`src/rtl/median3x3_stream.sv`:
```
// 3x3 rank filter (median / min / max / centre bypass) over a 9-pixel window, one window per clock.
// Latency: 9/REG_LEVELS cycles from accept to out_valid; each stall cycle adds one.
// Backpressure: out_valid & ~out_ready freezes the whole pipeline and drops in_ready in the same cycle.
module median3x3_stream #(
    parameter int DATA_WIDTH = 8,
    parameter int REG_LEVELS = 1
) (
    input  logic                    clk,
    input  logic                    rst_n,
    input  logic                    in_valid,
    output logic                    in_ready,
    input  logic [9*DATA_WIDTH-1:0] in_win,
    input  logic [1:0]              in_mode,
    output logic                    out_valid,
    input  logic                    out_ready,
    output logic [DATA_WIDTH-1:0]   out_data,
    output logic [1:0]              out_mode
);

    localparam int LATENCY = 9 / REG_LEVELS;

    typedef logic [DATA_WIDTH-1:0] pix_t;
    typedef logic [8:0][DATA_WIDTH-1:0] vec_t;

    // Everything that travels down one pipeline slot. med is the median
    // network's working set, mn/mx the min/max trees (result ends in
    // element 0), res is only meaningful in the last slot.
    typedef struct packed {
        logic       vld;
        logic [1:0] mode;
        pix_t       ctr;
        vec_t       med;
        vec_t       mn;
        vec_t       mx;
        pix_t       res;
    } stg_t;

    // Compare-exchange node: element a receives the smaller value, b the larger.
    function automatic vec_t cx(input vec_t v, input logic [3:0] a, input logic [3:0] b);
        vec_t r;
        r = v;
        if (v[a] > v[b]) begin
            r[a] = v[b];
            r[b] = v[a];
        end
        return r;
    endfunction

    // Reduction node for the min/max trees: element a absorbs element b.
    function automatic vec_t red(input vec_t v, input logic [3:0] a, input logic [3:0] b,
                                 input logic take_max);
        vec_t r;
        r = v;
        if (take_max ? (v[b] > v[a]) : (v[b] < v[a])) begin
            r[a] = v[b];
        end
        return r;
    endfunction

    // One comparator level (1..9). The median network is the classic
    // 19-node arrangement grouped into 9 dependency levels; the min/max
    // trees finish at level 4 and simply pass through levels 5..9.
    function automatic stg_t apply_level(input stg_t s, input int lvl);
        stg_t r;
        r = s;
        case (lvl)
            1: begin
                r.med = cx(cx(cx(s.med, 4'd1, 4'd2), 4'd4, 4'd5), 4'd7, 4'd8);
                r.mn  = red(red(red(red(s.mn, 4'd0, 4'd1, 1'b0), 4'd2, 4'd3, 1'b0),
                                4'd4, 4'd5, 1'b0), 4'd6, 4'd7, 1'b0);
                r.mx  = red(red(red(red(s.mx, 4'd0, 4'd1, 1'b1), 4'd2, 4'd3, 1'b1),
                                4'd4, 4'd5, 1'b1), 4'd6, 4'd7, 1'b1);
            end
            2: begin
                r.med = cx(cx(cx(s.med, 4'd0, 4'd1), 4'd3, 4'd4), 4'd6, 4'd7);
                r.mn  = red(red(s.mn, 4'd0, 4'd2, 1'b0), 4'd4, 4'd6, 1'b0);
                r.mx  = red(red(s.mx, 4'd0, 4'd2, 1'b1), 4'd4, 4'd6, 1'b1);
            end
            3: begin
                r.med = cx(cx(cx(s.med, 4'd1, 4'd2), 4'd4, 4'd5), 4'd7, 4'd8);
                r.mn  = red(s.mn, 4'd0, 4'd4, 1'b0);
                r.mx  = red(s.mx, 4'd0, 4'd4, 1'b1);
            end
            4: begin
                r.med = cx(cx(cx(s.med, 4'd0, 4'd3), 4'd5, 4'd8), 4'd4, 4'd7);
                r.mn  = red(s.mn, 4'd0, 4'd8, 1'b0);
                r.mx  = red(s.mx, 4'd0, 4'd8, 1'b1);
            end
            5: r.med = cx(cx(cx(s.med, 4'd3, 4'd6), 4'd1, 4'd4), 4'd2, 4'd5);
            6: r.med = cx(s.med, 4'd4, 4'd7);
            7: r.med = cx(s.med, 4'd4, 4'd2);
            8: r.med = cx(s.med, 4'd6, 4'd4);
            9: r.med = cx(s.med, 4'd4, 4'd2);
            default: r = s;
        endcase
        return r;
    endfunction

    // Final 4:1 pick by the mode that travelled with the window.
    function automatic pix_t pick(input stg_t s);
        case (s.mode)
            2'd0:    return s.med[4];
            2'd1:    return s.mn[0];
            2'd2:    return s.mx[0];
            default: return s.ctr;
        endcase
    endfunction

    stg_t stq [LATENCY];
    stg_t src [LATENCY];
    stg_t nxt [LATENCY];
    stg_t head;
    logic stall;

    assign out_valid = stq[LATENCY-1].vld;
    assign out_data  = stq[LATENCY-1].res;
    assign out_mode  = stq[LATENCY-1].mode;
    assign stall     = out_valid & ~out_ready;
    assign in_ready  = rst_n & ~stall;

    // Capture the window only on accept; bubbles carry zeros so an
    // undriven in_win never reaches the datapath registers.
    always_comb begin
        head = '0;
        if (in_valid && in_ready) begin
            head.vld  = 1'b1;
            head.mode = in_mode;
            head.ctr  = in_win[4*DATA_WIDTH +: DATA_WIDTH];
            head.med  = in_win;
            head.mn   = in_win;
            head.mx   = in_win;
        end
    end

    // Input of each stage: the new window for stage 0, the previous register otherwise.
    always_comb begin
        src[0] = head;
        for (int k = 1; k < LATENCY; k++) begin
            src[k] = stq[k-1];
        end
    end

    // REG_LEVELS comparator levels per stage; the last stage also forms the output select.
    always_comb begin
        for (int k = 0; k < LATENCY; k++) begin
            stg_t cur;
            cur = src[k];
            for (int j = 0; j < REG_LEVELS; j++) begin
                cur = apply_level(cur, k*REG_LEVELS + j + 1);
            end
            if (k == LATENCY-1) begin
                cur.res = pick(cur);
            end
            nxt[k] = cur;
        end
    end

    // Whole pipeline advances together (bubbles included) unless the output is stalled.
    always_ff @(posedge clk) begin
        if (!rst_n) begin
            for (int k = 0; k < LATENCY; k++) begin
                stq[k] <= '0;
            end
        end else if (!stall) begin
            for (int k = 0; k < LATENCY; k++) begin
                stq[k] <= nxt[k];
            end
        end
    end

endmodule
```
`config.mk`:
```
export PLATFORM = sky130hd
export DESIGN_NAME = median3x3_stream
export DESIGN_NICKNAME = d
export VERILOG_FILES = /design/src/rtl/median3x3_stream.sv
export SDC_FILE = /design/constraint.sdc
export NUM_CORES = 1
export LEC_CHECK = 0
export ABC_AREA = 1
export CORE_ASPECT_RATIO = 0.5
export CORE_MARGIN = 2
export CORE_UTILIZATION = 30
export DETAILED_ROUTE_END_ITERATION = 12
export SYNTH_ARGS = -nofsm -noshare
export SYNTH_HDL_FRONTEND = slang
export SYNTH_SLANG_ARGS = --single-unit
```
`constraint.sdc`:
```
create_clock -name clk -period 34.6 [get_ports clk]
set_input_delay 6.92 -clock clk [delete_from_list [all_inputs] [get_ports clk]]
set_output_delay 6.92 -clock clk [all_outputs]
set_load 0.03 [all_outputs]
```
==> flow_metrics.py, run 1 <==
metrics = {
    "sta": {
        "finalHoldViolations": 0,
        "layout_min_cycle_time_ns": 16.15,
        "tightest_slew_ns": 1.072,
        "slew_viol_final": 0,
        "rsz0062_at_grt": "false",
        "final.setup.tns_ns": 0,
        "setup-violations-final": 0,
        "fmaxAchievable_mhz": 61.93,
        "maxSlewHeadroom_pct": 28.52,
        "min_period_over_period_pct": 46.67,
        "skew_ns": 0.02422,
    },
    "die": {
        "fp.dieW_um": 481.3,
        "die_area_sq_um": 116800,
        "rows": 87,
        "initial_core_util_pct": 30.30,
        "die_y_um": 242.6,
        "core_sq_um": 112800,
        "io_pins": 90,
    },
    "clock_tree": {
        "cts_tree": "done",
        "cts_made_buffers": 72,
        "cts_setup_buffers": 0,
        "cts.sinks": 683,
        "clk_latency_ns": 0.62,
        "cts_buffer_depth": 3,
        "cts_hold_buf": 0,
        "clk_pin_slew_ns": 0.06,
        "cts-root-buf": "clkbuf_16",
        "h-tree-depth": 3,
        "cts_resized": 0,
    },
    "yosys": {
        "synth_edf_count": 683,
        "async_flop_share_pct": 0,
        "synth.distinct_cells": 28,
        "syn_area_sq_um": 34170,
        "synth_ff_type": "edfxtp_1",
        "synth.area.top_cells": "edfxtp_1 (60%), ha_1 (8.6%), inv_1 (6.9%), nor2_1 (5.2%), nand2_1 (5.1%)",
        "syn_inst": 3431,
        "synth_top_area_share_pct": 60.03,
        "synth_top_cell_by_area": "edfxtp_1",
        "netlist_top_cells_count": "edfxtp_1 (683), inv_1 (627), nor2_1 (476), nand2_1 (464), a21oi_1 (314)",
        "ys_seq_elements": 683,
        "synth.most_common_cell": "edfxtp_1",
        "seq_area_frac_synth_pct": 60.03,
        "yosysWarningCount": 0,
        "synth_nets": 3743,
        "avgSynthCellArea_sq_um": 9.958,
    },
    "global_routing": {
        "track_usage_pct": 12.76,
        "grt_max_degree": 116,
        "grt_pass1_wl_um": 119100,
        "use_met3_pct": 1.802,
        "grt_use_met2_pct": 20.06,
        "grt_overflow": 0,
        "grt_pass1_vias": 22260,
        "antenna_found_initial": 0,
        "grtUsageMet1_pct": 17.56,
        "top_usage_layer": "met2",
    },
    "power_and_ir_drop": {
        "power.density_nw_per_um2": 67.32,
        "fin_total_pwr_mw": 2.630,
        "ir_worst_vdd_v": 0.00003613,
        "static-leakage-power_nw": 16.39,
    },
    "finish": {
        "top_regs": "stq: 683 flops",
        "drive_above_1_share_pct": 3.746,
        "final_nets": 3805,
        "top_register": "stq",
        "synthToLayoutAreaGrowth_pct": 14.33,
        "largest_reg_flops": 683,
        "final_cells": 5063,
        "multi_input_area_sq_um": 10850,
        "fill_cells": 11260,
        "ff_latch_area_sq_um": 20510,
        "diodes": 0,
    },
    "worst_setup_path": {
        "timing.rr.start": "stq[0][2114]",
        "required_ns": 27.68,
        "startpoint_type": "input pin",
        "r2r_setup_slack_ns": 29.47,
        "crit_fanout": 11,
        "reg2regPathDepth": 12,
        "worstPathArrival_ns": 9.23,
        "criticalPathCategory": "in -> out",
        "r2r_end": "stq[0][82]",
        "endpoint_kind": "primary output",
    },
    "worst_hold_path": {
        "hp-class": "reg -> reg",
        "holdPathEnd": "stq[0][1641]",
        "whs_path_depth": 2,
        "min_from": "stq[0][1406]",
    },
    "route": {
        "avgRoutedWirePerCell_um": 14.79,
        "detail-route-antenna-nets": 0,
        "dr.pass1.iters": 5,
        "drt_iter0_drc": 1713,
        "drc_errors": 0,
        "via_per_inst": 4.517,
        "dr_total_vias": 22870,
        "totalWireLength_um": 74870,
    },
    "placement": {
        "dp_hpwl_um": 53990,
        "place_congestion": 0.8442,
        "dp.cells": 4932,
        "io_buffer_count": 89,
    },
    "run": {
        "max-cap-violations": 0,
    },
    "run_status": {
        "status": "complete, no violations",
    },
}
## worst max-delay path: stages
cell and delay (ns):
clkdlybuf4s50_1 0.99, a21boi_4 0.55, clkdlybuf4s50_1 0.76
## metrics by stage
step / utilization, % / hold WS [ns] / worst slack (ns) / area (sq um)
floorplan: - / 0.5192 / 5.879 / 34170
global placement: 32.46 / 0.5207 / 18.50 / 36610
detailed placement: 32.46 / 0.5282 / 18.46 / 36610
CTS: 34.64 / 0.5397 / 18.46 / 39060
global route: 34.64 / 0.5574 / 18.41 / 39060
finish: 34.64 / 0.5333 / 18.45 / 39060
## worst max-delay path by stage
stage | slack, ns | cells past startpoint | to | start
after detailed placement | 18.46 | 3 | in_ready | rst_n
final | 18.45 | 3 | in_ready | rst_n
after global placement | 18.50 | 3 | in_ready | rst_n
after floorplan | 5.88 | 2 | stq[0][100] | out_ready
after CTS | 18.46 | 3 | in_ready | rst_n
after global routing | 18.41 | 3 | in_ready | rst_n
## kinds of logic (layout without fill, tap and decap cells)
family,Yosys count,after routing,synth area share [%]
adder cells (fa/ha/maj),234,234,8.569
AO/OA/AOI/OAI,630,630,9.554
buffers and inverters,744,863,8.302
flip-flops,683,683,60.03
AND/OR/NAND/NOR,1140,1140,13.55
## placed cells by master (no fill, tap or decap), types with 7 or more instances in the layout
cell type,n
nand2_2,7
nand3_1,149
o21ai_0,269
nor2_1,476
nand4_1,33
o211ai_1,20
o21bai_1,9
nand2_1,464
clkbuf_16,72
clkinv_2,8
buf_4,15
a21oi_1,314
ha_1,234
clkdlybuf4s50_1,89
clkbuf_1,11
inv_1,627
o21ai_1,7
bufinv_16,11
edfxtp_1,683
clkinv_1,19
## cell type report
cell class	instances	share of cell area, %
clock buffers	83	4.718
clock inverters	48	1.557
inverters	628	6.035
multi-input cells	2004	27.77
flip-flops and latches	683	52.51
well taps	1513	4.846
repair buffers	104	2.569
## per-layer routing
layer  share of wire (%)  wire length, um
met5                   0                0
met4                 4.0             3029
met3                 3.9             2914
met2                  45            33770
met1                  47            35150
## report_power, final
part           total (mW)  switching (mW)  internal [mW]
combinational       0.696           0.475          0.220
clock               0.795           0.325          0.470
sequential           1.14          0.0663           1.07
total                2.63           0.867           1.76
Note: power is estimated with default switching activity, not from simulation.
==> run 2: changes to the inputs <==
Clock period 34.6 ns to 13.4 ns, I/O delays scaled along.
==> run 2 against run 1 <==
Compared with the run above:
- total power increased to 2.5 times the previous value
- sequential power increased to 2.6 times the previous value
- die area unchanged
- register-to-register slack got worse by 21 ns
- setup slack got worse by 13 ns
- highest routed layer unchanged
- flip-flop and latch count unchanged
- clock power increased by 140%
- cell count about the same
- core utilization decreased by 0.21 points
==> flow_metrics.py, run 2 (synthesis gave the netlist of run 1 again) <==
metrics = {
    "run_status": {
        "status": "complete, no violations",
    },
    "finish": {
        "largest_reg_flops": 683,
        "final_cell_mix": "edfxtp_1 (683), inv_1 (627), nor2_1 (476), nand2_1 (464), a21oi_1 (314)",
        "final_common_cell": "edfxtp_1",
        "synthToLayoutAreaGrowth_pct": 13.62,
        "diodes": 0,
        "final_nets": 3804,
        "top_register": "stq",
        "final_cells": 5060,
        "drive_above_1_share_pct": 3.552,
        "top_regs": "stq: 683 flops",
    },
    "route": {
        "detail-route-antenna-nets": 0,
        "dr.pass1.iters": 5,
        "drt_iter0_drc": 2085,
        "via_per_inst": 4.572,
        "dr_total_vias": 23130,
        "drc_errors": 0,
        "totalWireLength_um": 78060,
        "avgRoutedWirePerCell_um": 15.43,
    },
    "global_routing": {
        "grt_max_degree": 206,
        "antenna_found_initial": 0,
        "grt_overflow": 0,
        "grt_pass1_wl_um": 124200,
        "track_usage_pct": 13.32,
        "grt_pass1_vias": 22470,
    },
    "clock_tree": {
        "cts_hold_buf": 0,
        "cts_setup_buffers": 0,
        "cts_resized": 0,
        "clk_latency_ns": 0.62,
        "cts.sinks": 683,
        "h-tree-depth": 3,
        "clk_pin_slew_ns": 0.06,
        "cts_tree": "done",
        "cts_made_buffers": 72,
        "cts-root-buf": "clkbuf_16",
        "cts_buffer_depth": 3,
    },
    "sta": {
        "setup-violations-final": 0,
        "finalHoldViolations": 0,
        "layout_min_cycle_time_ns": 7.607,
        "final.setup.tns_ns": 0,
        "rsz0062_at_grt": "false",
        "fmaxAchievable_mhz": 131.5,
        "timing.final.ws_setup_ns": 5.793,
        "tightest_slew_ns": 1.230,
        "skew_ns": 0.02249,
        "maxSlewHeadroom_pct": 17.97,
        "min_period_over_period_pct": 56.77,
        "slew_viol_final": 0,
    },
    "power_and_ir_drop": {
        "power.density_nw_per_um2": 170.6,
        "pwr-share-seq_pct": 44.5,
        "p_comb_share_pct": 27.1,
        "static-leakage-power_nw": 16.27,
        "p_clk_share_pct": 28.4,
        "intPower_mw": 4.410,
        "ir_worst_vdd_v": 0.00009319,
        "swShare_pct": 33.40,
        "p_sw_mw": 2.212,
    },
    "worst_setup_path": {
        "r2r_setup_slack_ns": 8.15,
        "r2r_end": "stq[0][197]",
        "startpoint_type": "input pin",
        "criticalPathCategory": "in -> out",
        "worstPathArrival_ns": 4.93,
        "required_ns": 10.72,
        "endpoint_kind": "primary output",
        "reg2regPathDepth": 12,
        "crit_fanout": 26,
        "timing.rr.start": "stq[0][2114]",
    },
    "worst_hold_path": {
        "whs_path_depth": 2,
        "min_from": "stq[0][194]",
        "hp-class": "reg -> reg",
        "holdPathEnd": "stq[0][429]",
    },
    "die": {
        "die_y_um": 242.6,
        "core_sq_um": 112800,
        "fp.dieW_um": 481.3,
        "rows": 87,
        "io_pins": 90,
        "die_area_sq_um": 116800,
        "initial_core_util_pct": 30.30,
    },
    "placement": {
        "dp.cells": 4931,
        "place_congestion": 0.8566,
        "io_buffer_count": 89,
        "place_ws_ns": 5.359,
        "dp_hpwl_um": 55630,
    },
    "run": {
        "max-cap-violations": 0,
    },
}
run 2: cell count changes in the layout (fill, tap and decap cells not counted):
cell,previous run,this run
clkinv_16,3,0
clkinv_8,2,1
inv_6,3,2
clkbuf_16,72,74
bufinv_16,11,3
clkinv_2,8,10
clkinvlp_4,0,4
buf_12,0,2
buf_4,15,12
clkbuf_1,11,18
clkinv_4,2,1
clkinv_1,19,16
run 2: layer usage:
layer	GRT usage, %	routed length [um]	share of wire (%)	up-vias
li1	-	-	-	11580
met1	18.61	36590	47	10880
met2	21.45	35810	46	537
met3	1.780	3418	4.4	137
met4	4.121	2235	2.9	0
met5	0	0	0	-
run 2: worst max path at each step:
stage | from | endpoint | slack (ns) | depth (start not counted)
detailed placement | rst_n | stq[0][194] | 5.36 | 12
CTS | rst_n | in_ready | 5.76 | 4
global placement | rst_n | stq[0][187] | 5.63 | 12
finish | rst_n | in_ready | 5.79 | 4
global route | rst_n | stq[0][190] | 5.50 | 13
floorplan | out_ready | stq[0][100] | 3.45 | 2
run 2: cell type report:
| class | instances | area [sq um] |
|---|---|---|
| timing repair buffer | 103 | 1021 |
| clock buffer | 92 | 1919 |
| fill | 11310 | 73950 |
| clock inverter | 37 | 272.8 |
| sequential | 683 | 20510 |
| tap | 1513 | 1893 |
| inverter | 628 | 2357 |
| multi-input combinational | 2004 | 10850 |
run 2: power by group through the flow:
stage | clock network (mW) | registers [mW] | logic [mW]
after floorplan | 0 | 2.91 | 1.34
after global routing | 2.01 | 2.98 | 2.09
final | 1.88 | 2.95 | 1.79
after CTS | 1.93 | 2.95 | 1.79
after global placement | 0 | 2.98 | 1.73
after detailed placement | 0 | 2.99 | 1.78
run 2: stage by stage:
stage	hold WS (ns)	utilization [%]	cell area, sq um	total power, mW
3_5_place_dp	0.5305	32.48	36630	4.768
3_3_place_gp	0.5212	32.48	36630	4.714
4_1_cts	0.5410	34.42	38820	6.666
2_1_floorplan	0.5192	-	34180	4.246
5_1_grt	0.5577	34.42	38820	7.075
6_report	0.5395	34.42	38820	6.622
run 2: critical path: stages:
cell and delay (ns):
clkdlybuf4s50_1 0.90, a21boi_4 0.27, buf_4 0.32, clkdlybuf4s50_1 0.74
